### config.mk
export PLATFORM = sky130hd
export DESIGN_NAME = regfile_exec_unit
export DESIGN_NICKNAME = d
export VERILOG_FILES = /design/src/rtl/regfile_exec_pkg.sv /design/src/rtl/regfile_alu.sv /design/src/rtl/regfile_exec_unit.sv
export SDC_FILE = /design/constraint.sdc
export NUM_CORES = 1
export LEC_CHECK = 0
export ABC_AREA = 1
export CORE_MARGIN = 4
export CORE_UTILIZATION = 40
export CTS_CLUSTER_SIZE = 30
export DETAILED_ROUTE_END_ITERATION = 10
export GPL_ROUTABILITY_DRIVEN = 0
export PLACE_DENSITY = 0.7
export SLEW_MARGIN = 30
export SYNTH_ARGS = -nofsm -noshare
export SYNTH_HDL_FRONTEND = slang
export SYNTH_SLANG_ARGS = --single-unit
export TNS_END_PERCENT = 5
### constraint.sdc
create_clock -name clk -period 2.6 [get_ports clk]
set_input_delay 0.52 -clock clk [delete_from_list [all_inputs] [get_ports clk]]
set_output_delay 0.52 -clock clk [all_outputs]
set_load 0.01 [all_outputs]
### src/rtl/regfile_exec_pkg.sv
// Shared types and constants for the execute/writeback stage around the 16x8 register file.
// Pure declarations: no latency, no flow control.
package regfile_exec_pkg;

  localparam int DATA_W     = 8;
  localparam int ADDR_W     = 4;
  localparam int MUL_CYCLES = 8;
  localparam int CNT_W      = 3;

  typedef enum logic [2:0] {
    OP_NOP = 3'd0,
    OP_LDI = 3'd1,
    OP_ADD = 3'd2,
    OP_SUB = 3'd3,
    OP_AND = 3'd4,
    OP_OR  = 3'd5,
    OP_XOR = 3'd6,
    OP_MUL = 3'd7
  } op_t;

  typedef enum logic [1:0] {
    S_IDLE   = 2'd0,
    S_MUL    = 2'd1,
    S_MUL_WB = 2'd2
  } state_t;

  // Ops whose result is ready in the cycle right after issue.
  function automatic logic op_is_alu(input op_t op);
    return (op != OP_NOP) && (op != OP_MUL);
  endfunction

endpackage

### src/rtl/regfile_alu.sv
// Single-cycle ALU for LDI/ADD/SUB/AND/OR/XOR; NOP and MUL yield 0.
// Purely combinational, no flow control.
module regfile_alu
  import regfile_exec_pkg::*;
(
  input  op_t               op,
  input  logic [DATA_W-1:0] a,
  input  logic [DATA_W-1:0] b,
  input  logic [DATA_W-1:0] imm,
  output logic [DATA_W-1:0] result
);

  always_comb begin
    result = '0;
    case (op)
      OP_LDI:  result = imm;
      OP_ADD:  result = a + b;
      OP_SUB:  result = a - b;
      OP_AND:  result = a & b;
      OP_OR:   result = a | b;
      OP_XOR:  result = a ^ b;
      default: result = '0;
    endcase
  end

endmodule

### src/rtl/regfile_exec_unit.sv
// Issue/read + execute/writeback stage: ALU ops write 1 cycle after issue, MUL 9 cycles after.
// instr_ready drops only while the shift-add multiplier iterates; the sender holds its instruction.
module regfile_exec_unit
  import regfile_exec_pkg::*;
(
  input  logic              clk,
  input  logic              rst,
  input  logic              instr_valid,
  output logic              instr_ready,
  input  logic [2:0]        instr_op,
  input  logic [ADDR_W-1:0] instr_rd,
  input  logic [ADDR_W-1:0] instr_rs1,
  input  logic [ADDR_W-1:0] instr_rs2,
  input  logic [DATA_W-1:0] instr_imm,
  output logic [ADDR_W-1:0] RAA,
  output logic [ADDR_W-1:0] RAB,
  input  logic [DATA_W-1:0] A,
  input  logic [DATA_W-1:0] B,
  output logic [DATA_W-1:0] W,
  output logic [ADDR_W-1:0] WA,
  output logic              Wen,
  output logic              z_flag
);

  state_t            state;
  logic [CNT_W-1:0]  mul_cnt;
  logic [DATA_W-1:0] mul_acc;

  logic              ex_valid;
  op_t               ex_op;
  logic [ADDR_W-1:0] ex_rd;
  logic [DATA_W-1:0] ex_imm;
  logic [DATA_W-1:0] ex_opa;
  logic [DATA_W-1:0] ex_opb;

  op_t               in_op;
  logic              accept;
  logic              alu_wen;
  logic              mul_wen;
  logic [DATA_W-1:0] alu_res;
  logic [DATA_W-1:0] opa;
  logic [DATA_W-1:0] opb;

  assign in_op       = op_t'(instr_op);
  assign instr_ready = (state != S_MUL);
  assign accept      = instr_valid && instr_ready;
  assign RAA         = instr_rs1;
  assign RAB         = instr_rs2;

  regfile_alu u_alu (
    .op     (ex_op),
    .a      (ex_opa),
    .b      (ex_opb),
    .imm    (ex_imm),
    .result (alu_res)
  );

  // EX operands stay frozen while MUL iterates (no accept in S_MUL), so the
  // multiplier reads them directly and WB reuses ex_rd.
  assign alu_wen = ex_valid && op_is_alu(ex_op);
  assign mul_wen = (state == S_MUL_WB);
  assign Wen     = alu_wen || mul_wen;
  assign WA      = Wen ? ex_rd : '0;
  assign W       = mul_wen ? mul_acc : (alu_wen ? alu_res : '0);

  assign opa = (Wen && (WA == instr_rs1)) ? W : A;
  assign opb = (Wen && (WA == instr_rs2)) ? W : B;

  always_ff @(posedge clk) begin
    if (rst) begin
      state    <= S_IDLE;
      mul_cnt  <= '0;
      mul_acc  <= '0;
      ex_valid <= 1'b0;
      ex_op    <= OP_NOP;
      ex_rd    <= '0;
      ex_imm   <= '0;
      ex_opa   <= '0;
      ex_opb   <= '0;
      z_flag   <= 1'b0;
    end else begin
      ex_valid <= accept;
      if (accept) begin
        ex_op  <= in_op;
        ex_rd  <= instr_rd;
        ex_imm <= instr_imm;
        ex_opa <= opa;
        ex_opb <= opb;
      end
      if (Wen) begin
        z_flag <= (W == '0);
      end
      case (state)
        S_IDLE, S_MUL_WB: begin
          if (accept && (in_op == OP_MUL)) begin
            state   <= S_MUL;
            mul_cnt <= '0;
            mul_acc <= '0;
          end else begin
            state <= S_IDLE;
          end
        end
        S_MUL: begin
          if (ex_opb[mul_cnt]) begin
            mul_acc <= mul_acc + (ex_opa << mul_cnt);
          end
          mul_cnt <= mul_cnt + 1'b1;
          if (mul_cnt == CNT_W'(MUL_CYCLES - 1)) begin
            state <= S_MUL_WB;
          end
        end
        default: state <= S_IDLE;
      endcase
    end
  end

endmodule

==> tab_implementation.tex <==
\begin{tabular}{lr}
\hline
Metric & Value \\
\hline
\multicolumn{2}{l}{\textbf{Status}} \\
Status & finished with violations \\
Violated checks & setup timing \\
\multicolumn{2}{l}{\textbf{Placed design}} \\
\# port buffers & 64 \\
HPWL after detailed placement & 9.60 mm \\
\multicolumn{2}{l}{\textbf{Floorplanning}} \\
Die Height & 105 um \\
Die Outline Area & 11100 um\^{}2 \\
Area of the core & 9240 um\^{}2 \\
Die width & 105 um \\
I/O pin count & 65 \\
Initial core utilization & 41.0\% \\
Number of rows created at floorplan & 35 \\
\multicolumn{2}{l}{\textbf{Setup path}} \\
R2R Path Start & ex\_opb[1]\$\_SDFFE\_PP0P\_ \\
Endpoint of the worst-slack reg-to-reg timing path & z\_flag\$\_SDFFE\_PP0N\_ \\
FF-to-FF setup slack & -0.11 ns \\
Critical path type & reg -> out \\
Crit. Startpoint & ex\_opb[1]\$\_SDFFE\_PP0P\_ \\
Element type at the critical path end & output pin \\
Worst-path fanout max & 4 \\
Data arrival time of the worst path & 2.66 ns \\
Critical Path Start Type & flop \\
Capture point of the worst path & W[7] \\
Cells on worst reg2reg path & 19 \\
Critical path data required time & 2.08 ns \\
\multicolumn{2}{l}{\textbf{Power}} \\
Standby leakage power & 2.37 nW \\
Maximum vdd drop & 0.000222 V \\
Post-layout total power & 2.18 mW \\
Cell Pwr Density & 419 nW/um\^{}2 \\
\multicolumn{2}{l}{\textbf{Yosys}} \\
Number of enable flip-flop cells after synthesis & 0 \\
Synthesized area & 3790 um\^{}2 \\
Mapped Nets & 662 \\
Number of instances in the synthesized netlist & 585 \\
Cell taking the most area after synthesis & sky130\_fd\_sc\_hd\_\_dfxtp\_1 \\
Average cell area after synthesis & 6.47 um\^{}2 \\
Number of storage elements in the synthesis netlist & 46 \\
Prevailing post-synth register cell & sky130\_fd\_sc\_hd\_\_dfxtp\_1 \\
Distinct cell type count of the synthesized netlist & 35 \\
Share of async-settable or async-resettable flops after synthesis & 0\% \\
Area share of the largest cell type after synthesis & 24.3\% \\
Total of warnings raised by yosys & 0 \\
Share of the yosys chip area belonging to registers & 24.3\% \\
Dominant cells by area after synthesis & sky130\_fd\_sc\_hd\_\_dfxtp\_1 (24\%), sky130\_fd\_sc\_hd\_\_nand2\_1 (12\%), sky130\_fd\_sc\_hd\_\_ha\_1 (11\%) \\
\multicolumn{2}{l}{\textbf{Job}} \\
Max capacitance violation total & 0 \\
\multicolumn{2}{l}{\textbf{STA}} \\
Count of endpoints failing hold in the final timing report & 0 \\
Final critical-path setup slack & -0.578 ns \\
Clock period minus final worst setup slack & 3.18 ns \\
Fraction of the cycle the final worst path needs & 122\% \\
Highest Clock Rate & 315 MHz \\
RSZ-0062 raised after global routing & true \\
Worst Tran Pin Value & 0.549 ns \\
Final number of setup-violating endpoints & 12 \\
Final clock skew & 0.0139 ns \\
Final-report max-slew violation count & 0 \\
Tightest slew margin relative to the limit & 63.4\% \\
\multicolumn{2}{l}{\textbf{Global routing}} \\
Met3 usage & 2.82\% \\
Vias in the first global route & 4031 \\
Total track usage & 22.0\% \\
Antenna violations before repair & 0 \\
Highest-utilization routing layer at the global route stage & met2 \\
Global routing met1 resource utilization & 28.8\% \\
First-pass GRT wire length & 19.9 mm \\
Largest net degree at the start of global routing & 37 \\
Met2 Use GR & 36.2\% \\
Remaining global-route overflow & 0 \\
\multicolumn{2}{l}{\textbf{Route}} \\
DRT antenna net count & 0 \\
Number of detailed-routing iterations run before antenna repair & 5 \\
Total Routed Length & 12.9 mm \\
Vias per cell & 5.23 \\
Residual DRC & 0 \\
First DRT Iteration DRCs & 358 \\
Routed wire per std cell & 15.6 um \\
Routed via count & 4321 \\
\multicolumn{2}{l}{\textbf{CTS}} \\
Depth of the CTS H-tree & 2 \\
Worst-Skew Late Latency & 0.32 ns \\
Number of clock sinks & 46 \\
Buffer type at the clock tree root & sky130\_fd\_sc\_hd\_\_clkbuf\_8 \\
Cts bufs inserted & 5 \\
Hold-fix buffers, CTS & 0 \\
Number of buffers between clock root and the deepest sink & 2 \\
Clock transition at the registers of the reported paths & 0.11 ns \\
CTS tree & built \\
\multicolumn{2}{l}{\textbf{Cells and area}} \\
Most frequent cells in the layout & sky130\_fd\_sc\_hd\_\_nand2\_1 (117), sky130\_fd\_sc\_hd\_\_buf\_4 (64), sky130\_fd\_sc\_hd\_\_inv\_1 (62), sky130\_fd\_sc\_hd\_\_a21oi\_1 (60), sky130\_fd\_sc\_hd\_\_nor2\_1 (58) \\
Post-layout util & 56.3\% \\
Inserted Diodes & 0 \\
Fraction of layout cells with a size suffix above 1 & 21.4\% \\
Commonest non-fill, non-tap cell in the layout & sky130\_fd\_sc\_hd\_\_nand2\_1 \\
Nets & 773 \\
Growth of design area from synthesis to finish & 37.5\% \\
Filler cell count & 865 \\
\multicolumn{2}{l}{\textbf{Hold path}} \\
Worst hold-check path type & reg -> reg \\
Hold wc startpoint & ex\_imm[1]\$\_SDFFE\_PP0P\_ \\
\hline
\end{tabular}
[worst min-delay path by stage]
stage | endpoint | slack (ns) | cells after the start
CTS | ex_imm[1]$_SDFFE_PP0P_ | 0.47 | 2
finish | ex_imm[1]$_SDFFE_PP0P_ | 0.46 | 2
global placement | ex_imm[2]$_SDFFE_PP0P_ | 0.45 | 2
floorplan | ex_imm[1]$_SDFFE_PP0P_ | 0.43 | 2
global route | ex_imm[1]$_SDFFE_PP0P_ | 0.49 | 2
detailed placement | ex_imm[1]$_SDFFE_PP0P_ | 0.45 | 2
[routing by layer]
metal	up-vias	wire (um)
li1	2127	-
met1	1970	5430
met2	190	5990
met3	34	940
met4	0	499
met5	-	0
[where the power goes]
part,total [mW],internal (mW),switching (mW)
clock,0.591,0.294,0.297
sequential,0.780,0.743,0.0374
combinational,0.811,0.378,0.433
[what timing repair did]
action,CTS,global route
endpoints found under the hold margin,0,0
gates resized for setup,39,34
buffers inserted,5,3
gates cloned,0,1
pin swaps,18,18
setup endpoints to repair,11,20
[final cells by class]
type / instances / area (um^2) / share of cell area [%]
repair buffers: 129 / 1120 / 21.6
flip-flops and latches: 46 / 932 / 17.9
multi-input cells: 441 / 2590 / 49.8
well taps: 129 / 161 / 3.10
inverters: 73 / 279 / 5.36
clock inverters: 3 / 48.8 / 0.937
clock buffers: 5 / 68.8 / 1.32
[synthesized netlist by cell type (2+ instances only)]
master / n
sky130_fd_sc_hd__nand2_2: 8
sky130_fd_sc_hd__nand2_1: 125
sky130_fd_sc_hd__o21ai_0: 45
sky130_fd_sc_hd__a21oi_1: 69
sky130_fd_sc_hd__o21ai_2: 2
sky130_fd_sc_hd__buf_4: 10
sky130_fd_sc_hd__nor2_1: 60
sky130_fd_sc_hd__nor2_2: 2
sky130_fd_sc_hd__nand3_4: 2
sky130_fd_sc_hd__buf_6: 3
sky130_fd_sc_hd__nand3_1: 38
sky130_fd_sc_hd__buf_2: 2
sky130_fd_sc_hd__ha_1: 33
sky130_fd_sc_hd__nand4_1: 6
sky130_fd_sc_hd__xnor2_1: 3
sky130_fd_sc_hd__nand3b_1: 3
sky130_fd_sc_hd__a211oi_1: 3
sky130_fd_sc_hd__nor2_4: 3
sky130_fd_sc_hd__dfxtp_1: 46
sky130_fd_sc_hd__fa_1: 2
sky130_fd_sc_hd__xor2_1: 9
sky130_fd_sc_hd__nand3_2: 2
sky130_fd_sc_hd__or2_2: 3
sky130_fd_sc_hd__inv_1: 66
sky130_fd_sc_hd__o211ai_1: 7
sky130_fd_sc_hd__o2111ai_1: 2
sky130_fd_sc_hd__o21ai_1: 6
sky130_fd_sc_hd__nor3_1: 4
sky130_fd_sc_hd__clkbuf_1: 11
sky130_fd_sc_hd__inv_2: 5
[stage by stage]
stage	hold slack [ns]	std cells	area [um^2]	setup WS (ns)	setup TNS (ns)
floorplan	0.429	585	3790	0.00231	0
global placement	0.447	809	4860	-0.522	-2.53
detailed placement	0.455	809	4860	-0.508	-2.80
CTS	0.468	822	5080	-0.527	-3.17
global route	0.487	826	5210	-0.734	-5.33
finish	0.464	826	5210	-0.578	-3.46
[flip-flops by register name (all words and copies together), names as in the netlist, 2 cells and up]
register / cells
ex_imm: 8
ex_rd: 4
ex_opa: 8
mul_acc: 8
state: 2
ex_op: 3
mul_cnt: 3
ex_opb: 8
[kinds of logic (layout without fill, tap and decap cells)]
kind of cell / after synthesis / count (layout) / synth area share [%]
AOI/OAI and AO/OA: 135 / 135 / 19.0
buffers and inverters: 99 / 210 / 11.5
adders and majority gates: 35 / 35 / 12.0
and+or+nand+nor: 258 / 259 / 30.4
xor gates and xnor gates: 12 / 12 / 2.78
DFF: 46 / 46 / 24.3
[critical path, stage by stage, from the launching register on]
cell	delay, ns
sky130_fd_sc_hd__dfxtp_2	0.34
sky130_fd_sc_hd__inv_2	0.08
sky130_fd_sc_hd__ha_4	0.15
sky130_fd_sc_hd__inv_4	0.04
sky130_fd_sc_hd__nor3_4	0.13
sky130_fd_sc_hd__inv_1	0.07
sky130_fd_sc_hd__nand2_1	0.07
sky130_fd_sc_hd__xor2_1	0.18
sky130_fd_sc_hd__ha_1	0.30
sky130_fd_sc_hd__nand2_1	0.11
sky130_fd_sc_hd__nand2_2	0.06
sky130_fd_sc_hd__nand2_2	0.08
sky130_fd_sc_hd__nand3_2	0.06
sky130_fd_sc_hd__a21oi_2	0.11
sky130_fd_sc_hd__nand3_1	0.09
sky130_fd_sc_hd__nand3_1	0.07
sky130_fd_sc_hd__nand2_1	0.06
sky130_fd_sc_hd__a21oi_2	0.20
sky130_fd_sc_hd__inv_2	0.05
sky130_fd_sc_hd__buf_6	0.11
Power figures use the tool's default switching activity.
==> variant (config.mk and constraints unchanged) <==
Register the output `z_flag` once more, with the module's reset; this adds one clock of latency there. The other outputs are not delayed to match.
--- a/src/rtl/regfile_exec_unit.sv
+++ b/src/rtl/regfile_exec_unit.sv
@@ -21,6 +21,8 @@
   output logic              Wen,
   output logic              z_flag
 );
+
+  logic z_flag_s0;
 
   state_t            state;
   logic [CNT_W-1:0]  mul_cnt;
@@ -77,7 +79,7 @@
       ex_imm   <= '0;
       ex_opa   <= '0;
       ex_opb   <= '0;
-      z_flag   <= 1'b0;
+      z_flag_s0 <= 1'b0;
     end else begin
       ex_valid <= accept;
       if (accept) begin
@@ -88,7 +90,7 @@
         ex_opb <= opb;
       end
       if (Wen) begin
-        z_flag <= (W == '0);
+        z_flag_s0 <= (W == '0);
       end
       case (state)
         S_IDLE, S_MUL_WB: begin
@@ -114,5 +116,13 @@
     end
   end
 
+  always_ff @(posedge clk) begin
+    if (rst) begin
+      z_flag <= '0;
+    end else begin
+      z_flag <= z_flag_s0;
+    end
+  end
+
 endmodule
 
Function: changed (Yosys sat finds a counterexample within 4 cycles, from zero or initial values and one cycle with rst high).
==> variant against the unedited design <==
- combinational power down 0.5%
- power up 3.3%
- the run still ends with setup timing left
- count of clock-buffer cells in the layout up 1
- routed wire length down 1.5%
- global-route usage up 0.34 points
- setup slack better by 0.078 ns
- largest power group unchanged
- synthesized area up 7.0%
- design area up 4.2%
- critical path type unchanged
- highest routed layer unchanged
- sequential cell count up 1
==> variant: results (changes against the unedited design) <==
cts repair resizes 51 (+31%); routed length on met1 5390 um (-0.72%); Leak Pwr 2.55 nW (+8.0%); Hold WS 0.440 ns (-0.0236 ns); part of the Yosys area used for sequential elements 23.2% (-1.1 points); slowest CP cell ha_1; NumNets Final 804 (+4.0%); Setup crit end W[6]; post-place setup slack -0.609 ns (-0.102 ns); drt wl/cell 14.7 um (-5.5%); syn nets 694 (+4.8%); largest net degree at the start of global routing 52 (+41%); failing checks setup timing; Logic inverters 82 (+12%); DRT iter0 DRCs 236 (-34%); met2 GRT Util 38.9% (+2.7 points); routed vias/inst 5.16 (-1.4%); WL met2 6170 um (+3.0%); FF-to-FF setup slack -0.09 ns (+0.02 ns); Worst Reg-to-Reg Cells 20 (+1); Register Area 950 sq um (+1.9%); met1 Usage GRT 28.2% (-0.59 points); Total Routing Usage GR 22.3% (+0.34 points); clock power share 29.1% (+2.0 points); run status finished with violations; Final setup viols 10 (-2); met3 usage 3.20% (+0.38 points); Worst Setup Slack, final -0.500 ns (+0.0778 ns)
variant: changes by cell type in the layout (fill, tap and decap cells not counted), moves of 3 or more:
cell | before | now
a21oi_2 | 10 | 14
buf_6 | 3 | 0
nor2_1 | 58 | 72
nor2_8 | 0 | 3
o21ai_1 | 13 | 8
nand2_2 | 16 | 13
dfxtp_1 | 39 | 42
o211ai_2 | 0 | 3
nand2_4 | 1 | 6
nand2_1 | 117 | 134
inv_2 | 8 | 12
nand4_1 | 6 | 10
inv_1 | 62 | 67
a21oi_1 | 60 | 44
variant: kinds of logic (layout without fill, tap and decap cells):
| kind of cell | Yosys count | count (layout) | synth area share [%] |
|---|---|---|---|
| XOR/XNOR | 11 | 11 | 2.38 |
| flip-flops | 47 | 47 | 23.2 |
| adder cells (fa/ha/maj) | 35 | 35 | 11.2 |
| buffers and inverters | 108 | 219 | 11.9 |
| AND/OR/NAND/NOR | 297 | 297 | 34.5 |
| AO/OA/AOI/OAI | 119 | 119 | 16.9 |
